$ cat src/rtl/lab3_serial_borrow_sub_if.sv
// Operand/result bundle for the digit-serial borrow subtractor.
interface lab3_serial_borrow_sub_if #(
  parameter int unsigned WIDTH = 8
);
  logic             start;
  logic [WIDTH-1:0] X;
  logic [WIDTH-1:0] Y;
  logic             Bin;
  logic             busy;
  logic             done;
  logic [WIDTH-1:0] Diff;
  logic             Bout;
  logic             Z;
  logic             Neg;
  logic             V;

  modport master (
    output start, X, Y, Bin,
    input  busy, done, Diff, Bout, Z, Neg, V
  );

  modport slave (
    input  start, X, Y, Bin,
    output busy, done, Diff, Bout, Z, Neg, V
  );
endinterface

$ cat src/rtl/lab3_serial_borrow_sub.sv
// Digit-serial subtractor: computes X - Y - Bin, DIGIT bits per clock, LSD first,
// with Diff/Bout/Z/Neg/V published on the final digit edge.
module lab3_serial_borrow_sub #(
  parameter int unsigned WIDTH = 8,
  parameter int unsigned DIGIT = 1
) (
  input logic                    clk,
  input logic                    rst_n,
  lab3_serial_borrow_sub_if.slave bus
);

  localparam int unsigned N     = WIDTH / DIGIT;
  localparam int unsigned CNT_W = $clog2(N + 1);

  generate
    if (WIDTH < 2 || DIGIT == 0 || (WIDTH % DIGIT) != 0) begin : g_param_check
      $error("lab3_serial_borrow_sub: WIDTH must be >= 2 and a multiple of DIGIT");
    end
  endgenerate

  typedef enum logic [1:0] {
    IDLE = 2'd0,
    RUN  = 2'd1,
    DONE = 2'd2
  } state_t;

  state_t             state;
  state_t             state_nxt;
  logic               load;
  logic               step;
  logic               last;

  logic [WIDTH-1:0]   x_q;
  logic [WIDTH-1:0]   y_q;
  logic [WIDTH-1:0]   acc_q;
  logic               borrow_q;
  logic [CNT_W-1:0]   cnt_q;

  logic [WIDTH-1:0]   diff_q;
  logic               bout_q;
  logic               z_q;
  logic               neg_q;
  logic               v_q;
  logic               busy_q;
  logic               done_q;

  logic [DIGIT-1:0]   slice_diff;
  logic               slice_bout;
  logic [WIDTH-1:0]   acc_nxt;

  // State register
  always_ff @(posedge clk) begin
    if (!rst_n) state <= IDLE;
    else        state <= state_nxt;
  end

  assign last = (cnt_q == CNT_W'(N - 1));

  // Next-state and datapath control
  always_comb begin
    state_nxt = state;
    load      = 1'b0;
    step      = 1'b0;
    case (state)
      IDLE: begin
        if (bus.start) begin
          state_nxt = RUN;
          load      = 1'b1;
        end
      end
      RUN: begin
        step = 1'b1;
        if (last) state_nxt = DONE;
      end
      DONE: begin
        if (bus.start) begin
          state_nxt = RUN;
          load      = 1'b1;
        end else begin
          state_nxt = IDLE;
        end
      end
      default: state_nxt = IDLE;
    endcase
  end

  // Ripple-borrow across one digit slice of the operand shift registers
  always_comb begin : slice_sub
    logic b;
    b          = borrow_q;
    slice_diff = '0;
    for (int i = 0; i < int'(DIGIT); i++) begin
      slice_diff[i] = x_q[i] ^ y_q[i] ^ b;
      b             = (~x_q[i] & y_q[i]) | (~(x_q[i] ^ y_q[i]) & b);
    end
    slice_bout = b;
  end

  // New digit enters at the top; after N steps the LSD has reached bit 0
  assign acc_nxt = (acc_q >> DIGIT) | (WIDTH'(slice_diff) << (WIDTH - DIGIT));

  always_ff @(posedge clk) begin
    if (!rst_n) begin
      x_q      <= '0;
      y_q      <= '0;
      acc_q    <= '0;
      borrow_q <= 1'b0;
      cnt_q    <= '0;
      diff_q   <= '0;
      bout_q   <= 1'b0;
      z_q      <= 1'b1;
      neg_q    <= 1'b0;
      v_q      <= 1'b0;
      busy_q   <= 1'b0;
      done_q   <= 1'b0;
    end else begin
      busy_q <= (state_nxt == RUN);
      done_q <= (state_nxt == DONE);
      if (load) begin
        x_q      <= bus.X;
        y_q      <= bus.Y;
        borrow_q <= bus.Bin;
        acc_q    <= '0;
        cnt_q    <= '0;
      end else if (step) begin
        x_q      <= x_q >> DIGIT;
        y_q      <= y_q >> DIGIT;
        borrow_q <= slice_bout;
        acc_q    <= acc_nxt;
        cnt_q    <= cnt_q + CNT_W'(1);
        if (last) begin
          // Operand MSBs sit at bit DIGIT-1 once the top slice has shifted down
          diff_q <= acc_nxt;
          bout_q <= slice_bout;
          z_q    <= (acc_nxt == '0);
          neg_q  <= acc_nxt[WIDTH-1];
          v_q    <= (x_q[DIGIT-1] ^ y_q[DIGIT-1]) & (x_q[DIGIT-1] ^ acc_nxt[WIDTH-1]);
        end
      end
    end
  end

  assign bus.busy = busy_q;
  assign bus.done = done_q;
  assign bus.Diff = diff_q;
  assign bus.Bout = bout_q;
  assign bus.Z    = z_q;
  assign bus.Neg  = neg_q;
  assign bus.V    = v_q;

endmodule

$ cat src/flat_wrapper.sv
// flat-port wrapper written by rule: the top's interface ports become plain ports
module lab3_serial_borrow_sub_flat 
#(
  parameter int unsigned WIDTH = 8,
  parameter int unsigned DIGIT = 1
)
  (clk, rst_n, bus_start, bus_X, bus_Y, bus_Bin, bus_busy, bus_done, bus_Diff, bus_Bout, bus_Z, bus_Neg, bus_V);
  lab3_serial_borrow_sub_if #(.WIDTH(WIDTH)) bus_i ();
  input logic clk;
  input logic rst_n;
  input wire logic [$bits(bus_i.start)-1:0] bus_start;
  input wire logic [$bits(bus_i.X)-1:0] bus_X;
  input wire logic [$bits(bus_i.Y)-1:0] bus_Y;
  input wire logic [$bits(bus_i.Bin)-1:0] bus_Bin;
  output wire logic [$bits(bus_i.busy)-1:0] bus_busy;
  output wire logic [$bits(bus_i.done)-1:0] bus_done;
  output wire logic [$bits(bus_i.Diff)-1:0] bus_Diff;
  output wire logic [$bits(bus_i.Bout)-1:0] bus_Bout;
  output wire logic [$bits(bus_i.Z)-1:0] bus_Z;
  output wire logic [$bits(bus_i.Neg)-1:0] bus_Neg;
  output wire logic [$bits(bus_i.V)-1:0] bus_V;
  assign bus_i.start = bus_start;
  assign bus_i.X = bus_X;
  assign bus_i.Y = bus_Y;
  assign bus_i.Bin = bus_Bin;
  assign bus_busy = bus_i.busy;
  assign bus_done = bus_i.done;
  assign bus_Diff = bus_i.Diff;
  assign bus_Bout = bus_i.Bout;
  assign bus_Z = bus_i.Z;
  assign bus_Neg = bus_i.Neg;
  assign bus_V = bus_i.V;
  lab3_serial_borrow_sub #(.WIDTH(WIDTH), .DIGIT(DIGIT)) u_core (.clk(clk), .rst_n(rst_n), .bus(bus_i));
endmodule
$ cat config.mk
export PLATFORM = sky130hd
export DESIGN_NAME = lab3_serial_borrow_sub_flat
export DESIGN_NICKNAME = d
export VERILOG_FILES = /design/src/rtl/lab3_serial_borrow_sub_if.sv /design/src/rtl/lab3_serial_borrow_sub.sv /design/src/flat_wrapper.sv
export SDC_FILE = /design/constraint.sdc
export NUM_CORES = 1
export LEC_CHECK = 0
export ABC_AREA = 1
export BUFFER_PORTS_ARGS = -buffer_cell sky130_fd_sc_hd__buf_2
export CAP_MARGIN = 20
export CORE_AREA = 2 2 73 75
export DETAILED_ROUTE_END_ITERATION = 10
export DIE_AREA = 0 0 75 77
export HOLD_SLACK_MARGIN = 0.03
export PLACE_DENSITY = 0.6
export SLEW_MARGIN = 0
export SYNTH_ARGS = -nofsm -noshare
export SYNTH_HDL_FRONTEND = slang
export SYNTH_SLANG_ARGS = --single-unit
$ cat constraint.sdc
create_clock -name clk -period 1.85 [get_ports clk]
set_input_delay 0.185 -clock clk [delete_from_list [all_inputs] [get_ports clk]]
set_output_delay 0.185 -clock clk [all_outputs]
set_load 0.02 [all_outputs]
Yosys cells after proc, flatten, opt, wreduce, memory -nomap -nowiden
Index checks and enable logic that the tools add are counted. Widths: inputs -> output; s select.

Input bits: 20. Register bits after elaboration: 45. Output and inout port bits: 14. Logic and storage cells: 50.

Reductions and logical operators: 6. $add $sub $neg: 1. Muxes and demuxes: 13. Equality and inequality tests: 5. Bitwise operators: 12.

Operators with widths (count): $mux 8 (4); $logic_not 8->1 (1); $or 7x8->8 (1); $mux 1 (6); $pmux 2 s3 (1); $add 4x1->4 const B (1); $eq 2x1->1 const B (2); $eq 2x2->1 const B (2); $eq 4x3->1 const B (1); $mux 2 (2); $not 1->1 (4); $reduce_or 2->1 (2); $and 1x1->1 (3); $reduce_and 3->1 (1); $xor 1x1->1 (3); $logic_not 2->1 (1); $reduce_bool 2->1 (1); $or 1x1->1 (1).

Depth between registers and ports, before layout
Gate-level depths: netlist of run 1.

Depth in word-level cells: 6. Depth in mapped cells: 8. Mapped depth without buffers: 8.

Least setup slack after synthesis of run 1
OpenSTA, ideal clock, no wires.

Path type: register to register. Start point: register u_core.x_q[0]. End point: register u_core.z_q, in the netlist u_core.bus.Z. Data required time: 1.786 ns. Arrival: 1.245 ns. Clock period less this slack: 1.308 ns. Stages on the path, launching flop included: 9. Slack: 0.542 ns. Cells stage by stage: dfxtp_1 -> inv_1 -> fa_1 -> inv_1 -> nor2_1 -> nand2_1 -> nor2_1 -> nand2_1 -> nand3_1.

Longest elaborated chain between the ends: 4.

Ends and longest elaborated chain: start, declared (RTL line lab3_serial_borrow_sub.sv:33) `logic [WIDTH-1:0] x_q;`; start signal, assigned (RTL line lab3_serial_borrow_sub.sv:120) `x_q <= bus.X;`; start signal, assigned (RTL line lab3_serial_borrow_sub.sv:126) `x_q <= x_q >> DIGIT;`; $xor 1x1->1 (2 in series) (RTL line lab3_serial_borrow_sub.sv:93) `slice_diff[i] = x_q[i] ^ y_q[i] ^ b;`; $or 7x8->8 (RTL line lab3_serial_borrow_sub.sv:100) `assign acc_nxt = (acc_q >> DIGIT) | (WIDTH'(slice_diff) << (WIDTH - DIGIT));`; $logic_not 8->1 (RTL line lab3_serial_borrow_sub.sv:135) `z_q <= (acc_nxt == '0);`; end signal, assigned (RTL line lab3_serial_borrow_sub.sv:135); end, declared (RTL line lab3_serial_borrow_sub.sv:41) `logic z_q;`.

No other way between the ends. A chain may end at the register's enable or synchronous reset.

Worst setup path after layout of run 1
Same ends and word-level chain as after synthesis.

==> results of run 1 <==
[layout make-up]
cell class / instances / area share [%]
well taps: 70 / 3.94
clock inverters: 2 / 0.563
inverters: 32 / 5.41
flip-flops and latches: 43 / 38.8
multi-input cells: 184 / 38.6
repair buffers: 39 / 9.46
clock buffers: 6 / 3.27
[metal layers]
layer / global-route usage [%] / up-vias / share of wire (%) / routed length (um)
met1: 19.8 / 786 / 47 / 1860
met4: 5.36 / 0 / 1.6 / 65
met2: 24.7 / 42 / 45 / 1770
met5: 0 / - / 0 / 0
li1: - / 909 / - / -
met3: 5.39 / 6 / 6.7 / 266
[worst min-delay path by stage]
stage | from | to | slack [ps] | depth (start not counted)
6_report | bus_Y[7] | u_core.y_q[7] | 110 | 3
5_1_grt | bus_X[7] | u_core.x_q[7] | 120 | 3
4_1_cts | bus_Y[7] | u_core.y_q[7] | 100 | 3
3_5_place_dp | bus_Y[7] | u_core.y_q[7] | 420 | 3
3_3_place_gp | bus_Y[7] | u_core.y_q[7] | 410 | 3
2_1_floorplan | bus_X[7] | u_core.x_q[7] | 320 | 2
[registers in the layout (all words and copies together), names as in the netlist]
| name | count |
|---|---|
| u_core.bus.Diff | 7 |
| u_core.bus.Bout | 1 |
| u_core.state | 2 |
| u_core.borrow_q | 1 |
| u_core.bus.V | 1 |
| u_core.bus.Z | 1 |
| u_core.x_q | 8 |
| u_core.y_q | 8 |
| u_core.bus.Neg | 1 |
| u_core.bus.busy | 1 |
| u_core.cnt_q | 4 |
| u_core.acc_q | 7 |
| u_core.bus.done | 1 |
[layout by cell type (no fill, tap or decap)]
| master | count |
|---|---|
| sky130_fd_sc_hd__a21oi_1 | 19 |
| sky130_fd_sc_hd__buf_2 | 33 |
| sky130_fd_sc_hd__buf_4 | 6 |
| sky130_fd_sc_hd__clkbuf_1 | 1 |
| sky130_fd_sc_hd__clkbuf_8 | 5 |
| sky130_fd_sc_hd__clkinv_2 | 1 |
| sky130_fd_sc_hd__clkinvlp_4 | 1 |
| sky130_fd_sc_hd__dfxtp_1 | 43 |
| sky130_fd_sc_hd__fa_1 | 1 |
| sky130_fd_sc_hd__ha_1 | 2 |
| sky130_fd_sc_hd__inv_1 | 27 |
| sky130_fd_sc_hd__inv_2 | 5 |
| sky130_fd_sc_hd__nand2_1 | 79 |
| sky130_fd_sc_hd__nand2_2 | 2 |
| sky130_fd_sc_hd__nand2_4 | 2 |
| sky130_fd_sc_hd__nand3_1 | 30 |
| sky130_fd_sc_hd__nand4_1 | 1 |
| sky130_fd_sc_hd__nor2_1 | 28 |
| sky130_fd_sc_hd__nor2_2 | 1 |
| sky130_fd_sc_hd__nor2_4 | 3 |
| sky130_fd_sc_hd__o21ai_0 | 12 |
| sky130_fd_sc_hd__o21ai_1 | 3 |
| sky130_fd_sc_hd__xor2_1 | 1 |
[stage by stage]
stage	util, %	worst slack [ps]	instances
CTS	44.6	432	376
floorplan	-	542	271
global route	44.6	271	376
global placement	42.9	493	368
detailed placement	42.9	456	368
finish	44.6	448	376
[worst min-delay path: stages]
cell and delay (ps):
sky130_fd_sc_hd__buf_2 80, sky130_fd_sc_hd__nor2_1 30, sky130_fd_sc_hd__nor2_1 80
[power groups by stage]
stage / Clock, mW / Combinational, mW / Sequential (mW)
after CTS: 0.615 / 0.257 / 0.997
after detailed placement: 0 / 0.256 / 1.02
after global routing: 0.658 / 0.296 / 1.00
final: 0.588 / 0.252 / 0.997
after floorplan: 0 / 0.195 / 1.01
after global placement: 0 / 0.253 / 1.02
[cells by family (layout without fill, tap and decap cells)]
logic type      Yosys count  after routing  share of synthesized area (%)
fa+ha+maj                 3              3                           2.35
xor+xnor                  1              1                          0.456
simple gates            146            146                           33.0
flops                    43             43                           44.9
compound gates           34             34                           8.87
buf+inv                  44             79                           10.5
==> results.md, run 1 <==
* Run status: complete, no violations
* Top FF cell, synth: sky130_fd_sc_hd__dfxtp_1
* Async S/R FF share, synth at 0%
* Critical Path RT at 2090 ps
* Number of design rule violations left after detail routing at 0
* Crit path buffers/inverters at 2
* Data arrival time at the worst-slack endpoint at 1650 ps
* Max-cap check violation count at 0
* Slew headroom at 78.7%
* Antenna diode count at 0
* Area fraction of the dominant cell type after synthesis at 44.9%
* Setup bufs post-CTS at 0
* Critical path, cell by cell: inv_1 > fa_1 > inv_1 > nor2_1 > nand2_1 > nor2_1 > nand2_1 > nand3_1
* Critical Path Stages at 8
* Ranking of synthesized cells by area: sky130_fd_sc_hd__dfxtp_1 45%, sky130_fd_sc_hd__nand2_1 15%, sky130_fd_sc_hd__nand3_1 7.8%, sky130_fd_sc_hd__nor2_1 5.5%, sky130_fd_sc_hd__inv_1 5.3%
* Cell-internal power at 1.33 mW
* Largest net degree at the start of global routing at 22
* Total gr overflow at 0
* Placeable core area at 0.00498 sq mm
* Critical register-to-register path endpoint: u_core.bus.Z
* First-pass detailed-route iteration total at 4
* Crit-path max FO at 3
* First-pass GRT wire length at 7010 um
* Number of synthesis warnings at 0
* Total Nets Final at 328
* Drt first-iter violations at 72
* Multi-input gate area at 857 sq um
* Clock latency reported for the late side of the worst-skew pair at 300 ps
* Final Hold Viols at 0
* Number of global-route vias before repair at 1,566
* Kind of cell adding the most delay to the critical path: adder cells
* CTS tree: yes
* Synthesized area divided by synthesized cell count at 7.08 sq um
* Start point of the critical path: u_core.x_q[0]
* Filler cell count in the final layout at 551
* Flop2flop setup slack at 450 ps
* Count of boundary I/O pins at 34
* Reg2reg start: u_core.x_q[0]
* Post-detailed-routing wire length at 3960 um
* Proportion of layout cells with a drive suffix above 1 at 19.3%
* Post-synth EDFFs at 0
* Flip-flop and latch count after synthesis at 43
* Peak VDD IR at 0.000409 V
* Total placed instance area at 0.00214 sq mm
* Worst Reg-to-Reg Cells at 8
* Floorplan die area at 0.00578 sq mm
* Antenna violations before repair at 0
* Net Switching at 0.508 mW
* Area Overhead vs Synth at 15.7%
* Overall via count from detail_route at 1,743
* Unrepaired setup endpoints after global routing: no
* Transition time at the pin with the least slew margin at 318 ps
* Reg clk slew, reported paths at 80 ps
* Power share of the combinational group at 13.7%
* Critical path start-end classification: flop to flop
* Longest individual stage delay on the worst path at 520 ps
* Sink count of the clock tree at 43
* List of most frequent post-synthesis cells: 79 x sky130_fd_sc_hd__nand2_1, 43 x sky130_fd_sc_hd__dfxtp_1, 30 x sky130_fd_sc_hd__nand3_1
* Crit start category: flop
* Number of levels the H-tree was split into at 2
* Routed length per placed instance at 10.5 um
* Total negative setup slack at 0 ps
* Number of port buffers at 33
* Detail Route Antenna Nets at 0
* Leak at 1.07 nW
* Library cell contributing the largest single delay on the critical path: sky130_fd_sc_hd__fa_1
* Post-cts gate resize count at 0
* Register Area at 861 sq um
* Clock Root Buffer: sky130_fd_sc_hd__clkbuf_8
* Share of power burned in the clock network at 32.0%
* Final weighted congestion in routability-driven placement at 0.765
* Hold-fix buffers, CTS at 0
* Die Ht at 77 um
* Minimum clock period after layout at 1400 ps
* Final instance area at 0.00222 sq mm
* Max frequency at 713 MHz
* Detail Placement HPWL at 2810 um
* Fin crit share at 75.8%
* Post-Syn Nets at 294
* Ratio of routed vias to standard cells at 4.64
* Fraction of power consumed by sequential logic at 54.3%
* Number of instances in the synthesized netlist at 271
* Area of the mapped netlist at 0.00192 sq mm
* Setup violation total in the final timing report at 0
* Initial core utilization at 38.6%
* Width of the die at 75 um
* Pins Over Slew Limit at 0
* Standard-cell row count at 26
* Total track usage at 15.7%
* Buffer levels on the longest clock path at 2
* Dominant cell by count in the synthesized netlist: sky130_fd_sc_hd__nand2_1
* Post-synth top area cell: sky130_fd_sc_hd__dfxtp_1
* Tightest hold margin at 112 ps
* Sum of internal, switching and leakage power at 1.84 mW
* CP Capture Point: u_core.bus.Z
* Post-synthesis cell type count at 21
* Worst-case clock skew at 4.09 ps
* Fraction of the yosys area taken by sequential cells at 44.9%
* Hold Crit Class: primary input to flop
* Total power divided by cell area at 827 mW/mm^2
* Num CTS Buffers at 5
* Net Sw Frac at 27.6%
* Endpoint kind of the worst setup timing path: flop
Power figures use the tool's default switching activity.
==> inputs of run 2 (changes only) <==
--- a/config.mk
+++ b/config.mk
@@ -5,12 +5,12 @@
 export SDC_FILE = /design/constraint.sdc
 export NUM_CORES = 1
 export LEC_CHECK = 0
-export ABC_AREA = 1
+export ABC_AREA = 0
 export BUFFER_PORTS_ARGS = -buffer_cell sky130_fd_sc_hd__buf_2
 export CAP_MARGIN = 20
-export CORE_AREA = 2 2 73 75
+export CORE_AREA = 2 2 70 72
 export DETAILED_ROUTE_END_ITERATION = 10
-export DIE_AREA = 0 0 75 77
+export DIE_AREA = 0 0 72 74
 export HOLD_SLACK_MARGIN = 0.03
 export PLACE_DENSITY = 0.6
 export SLEW_MARGIN = 0
==> constraint.sdc (replaced) <==
create_clock -name clk -period 1.35 [get_ports clk]
set_input_delay 0.135 -clock clk [delete_from_list [all_inputs] [get_ports clk]]
set_output_delay 0.135 -clock clk [all_outputs]
set_load 0.02 [all_outputs]
==> results.md, run 2 <==
* Run status: finished with violations
* Failing checks: setup timing
* Number of levels the H-tree was split into at 2
* Dominant cell by count in the synthesized netlist: sky130_fd_sc_hd__nand2_1
* Flop2flop setup slack at -10 ps
* First-pass GRT wire length at 6440 um
* Post-detailed-routing wire length at 3720 um
* Global routing met1 resource utilization at 18.6%
* Number of instances in the synthesized netlist at 210
* First-pass detailed-route iteration total at 6
* Antenna diode count at 0
* Worst path setup slack after routing at -12.2 ps
* Reg2reg start: u_core.borrow_q
* Synthesized area divided by synthesized cell count at 8.37 sq um
* Floorplan die area at 0.00533 sq mm
* Final Hold Viols at 0
* Max frequency at 734 MHz
* Regs by FF count: u_core.x_q x8, u_core.y_q x8
* Unrepaired setup endpoints after global routing: yes
* Antenna violations before repair at 0
* Worst min-delay path endpoint: u_core.y_q[7]
* Final weighted congestion in routability-driven placement at 0.736
* Detail Placement HPWL at 2570 um
* Data arrival time at the worst-slack endpoint at 1600 ps
* Crit-path max FO at 3
* Pins Over Slew Limit at 0
* Ranking of synthesized cells by area: sky130_fd_sc_hd__dfxtp_1 49%, sky130_fd_sc_hd__nand2_1 12%, sky130_fd_sc_hd__o21ai_0 6.6%, sky130_fd_sc_hd__a31oi_1 4.6%, sky130_fd_sc_hd__a21oi_1 2.8%
* Proportion of layout cells with a drive suffix above 1 at 25.5%
* Number of synthesis warnings at 0
* Setup violation total in the final timing report at 1
* Total negative setup slack at -12.2 ps
* Critical Path RT at 1590 ps
* Multi-input gate area at 807 sq um
* Core Util, Final at 46.5%
* Worst Hold Depth at 3
* Endpoint kind of the worst setup timing path: flop
* Number of global-route vias before repair at 1,434
* List of most frequent post-synthesis cells: 56 x sky130_fd_sc_hd__nand2_1, 43 x sky130_fd_sc_hd__dfxtp_1, 23 x sky130_fd_sc_hd__o21ai_0
* Total gr overflow at 0
* Minimum clock period after layout at 1360 ps
* Clock latency reported for the late side of the worst-skew pair at 290 ps
* Crit start category: flop
* Peak VDD IR at 0.000543 V
* Post-synth EDFFs at 0
* Number of port buffers at 33
* Leak at 0.854 nW
* Hold Crit Class: primary input to flop
* Area of the mapped netlist at 0.00176 sq mm
* Top FF cell, synth: sky130_fd_sc_hd__dfxtp_1
* Slew headroom at 73.5%
* Largest net degree at the start of global routing at 38
* Most common cell after layout, fill and taps aside: sky130_fd_sc_hd__nand2_1
* Placeable core area at 0.00460 sq mm
* Sink count of the clock tree at 43
* Worst Reg-to-Reg Cells at 4
* Fraction of the yosys area taken by sequential cells at 49.0%
* Standard-cell row count at 25
* Met3 demand-to-capacity share in global routing at 5.96%
* Post-synthesis cell type count at 31
* Post-Syn Nets at 233
* Worst-case clock skew at 6.44 ps
* Ratio of routed vias to standard cells at 5.08
* Critical path start-end classification: flop to flop
* Critical register-to-register path endpoint: u_core.bus.Z
* Area Overhead vs Synth at 21.7%
* Post-place setup slack at -104 ps
* Initial core utilization at 38.2%
* Highest-count cells in the layout ignoring fill and taps: 56 x sky130_fd_sc_hd__nand2_1, 40 x sky130_fd_sc_hd__dfxtp_1, 33 x sky130_fd_sc_hd__buf_2
* Reg clk slew, reported paths at 80 ps
* Total power divided by cell area at 1200 mW/mm^2
* Area fraction of the dominant cell type after synthesis at 49.0%
* Fin crit share at 101%
* Routed length per placed instance at 12.4 um
* Drt first-iter violations at 97
* Overall via count from detail_route at 1,530
* Width of the die at 72 um
* Total Nets Final at 269
* Buffer levels on the longest clock path at 2
* Met2 GRT Util at 25.2%
* Max-cap check violation count at 0
* CTS tree: yes
* Count of boundary I/O pins at 34
* Async S/R FF share, synth at 0%
* Die Ht at 74 um
* Most utilized layer in the global route result: met2
* Post-synth top area cell: sky130_fd_sc_hd__dfxtp_1
* Clock Root Buffer: sky130_fd_sc_hd__clkbuf_8
* Filler cell count in the final layout at 472
* Total placed instance area at 0.00202 sq mm
* Detail Route Antenna Nets at 0
* Critical hold path startpoint: bus_Y[7]
* Register Area at 865 sq um
* Final instance area at 0.00214 sq mm
* Transition time at the pin with the least slew margin at 397 ps
* Tightest hold margin at 74.8 ps
* Total track usage at 15.5%
* Flip-flop and latch count after synthesis at 43
* Number of design rule violations left after detail routing at 0
* Num CTS Buffers at 5
==> run 2: how the worst max path moves through the flow <==
stage / endpoint / slack (ps) / startpoint
floorplan: u_core.bus.Z / -20 / u_core.x_q[0]
global placement: u_core.bus.Z / -60 / u_core.x_q[0]
detailed placement: u_core.bus.Z / -100 / u_core.x_q[0]
CTS: u_core.bus.Z / -30 / u_core.borrow_q
global route: u_core.bus.Z / -90 / u_core.borrow_q
finish: u_core.bus.Z / -10 / u_core.borrow_q
==> run 2: worst max-delay path: stages, from the launching register on <==
cell and delay, ps:
sky130_fd_sc_hd__dfxtp_2 340, sky130_fd_sc_hd__fa_2 600, sky130_fd_sc_hd__nor4b_4 200, sky130_fd_sc_hd__nand4_1 100, sky130_fd_sc_hd__nand3_1 70
==> run 2: routing by layer <==
layer / wire (um) / up-vias / part of all wire [%]
met5: 0 / - / 0
met4: 68 / 0 / 1.8
met3: 239 / 9 / 6.4
met2: 1630 / 45 / 44
met1: 1790 / 682 / 48
li1: - / 794 / -
==> run 2: cells by family (layout without fill, tap and decap cells) <==
kind of cell	after synthesis	in the layout	synth area share, %
compound gates	52	52	16.7
xor+xnor	3	3	1.50
fa+ha+maj	3	3	2.56
buf+inv	19	56	6.27
flops	43	43	49.0
mux	2	2	1.14
simple gates	88	88	22.8
==> run 2: through the flow <==
stage / total power [mW] / std cells
final: 2.56 / 301
after global routing: 2.69 / 301
after CTS: 2.58 / 301
after detailed placement: 1.68 / 292
after global placement: 1.68 / 292
after floorplan: 1.58 / 210
==> run 2: layout make-up <==
type                    instances  share of cell area, %
clock buffers                   8                   4.68
inverters                       1                  0.176
multi-input cells             148                   37.7
well taps                      54                   3.16
flip-flops and latches         43                   40.4
repair buffers                 47                   13.8
==> run 2: what timing repair did <==
item / 4_1_cts / 5_1_grt
pin swaps: 1 / 0
resized for setup: 3 / 2
gates cloned: 0 / 0
setup buffers: 1 / 0
hold buffers: 0 / 0
endpoints found under the setup margin: 2 / 7
==> run 2: report_power, final <==
group          leakage [nW]  switching, mW  internal [mW]
Sequential            0.352         0.0302           1.32
Clock                0.0515          0.420          0.467
Combinational         0.451          0.171          0.147
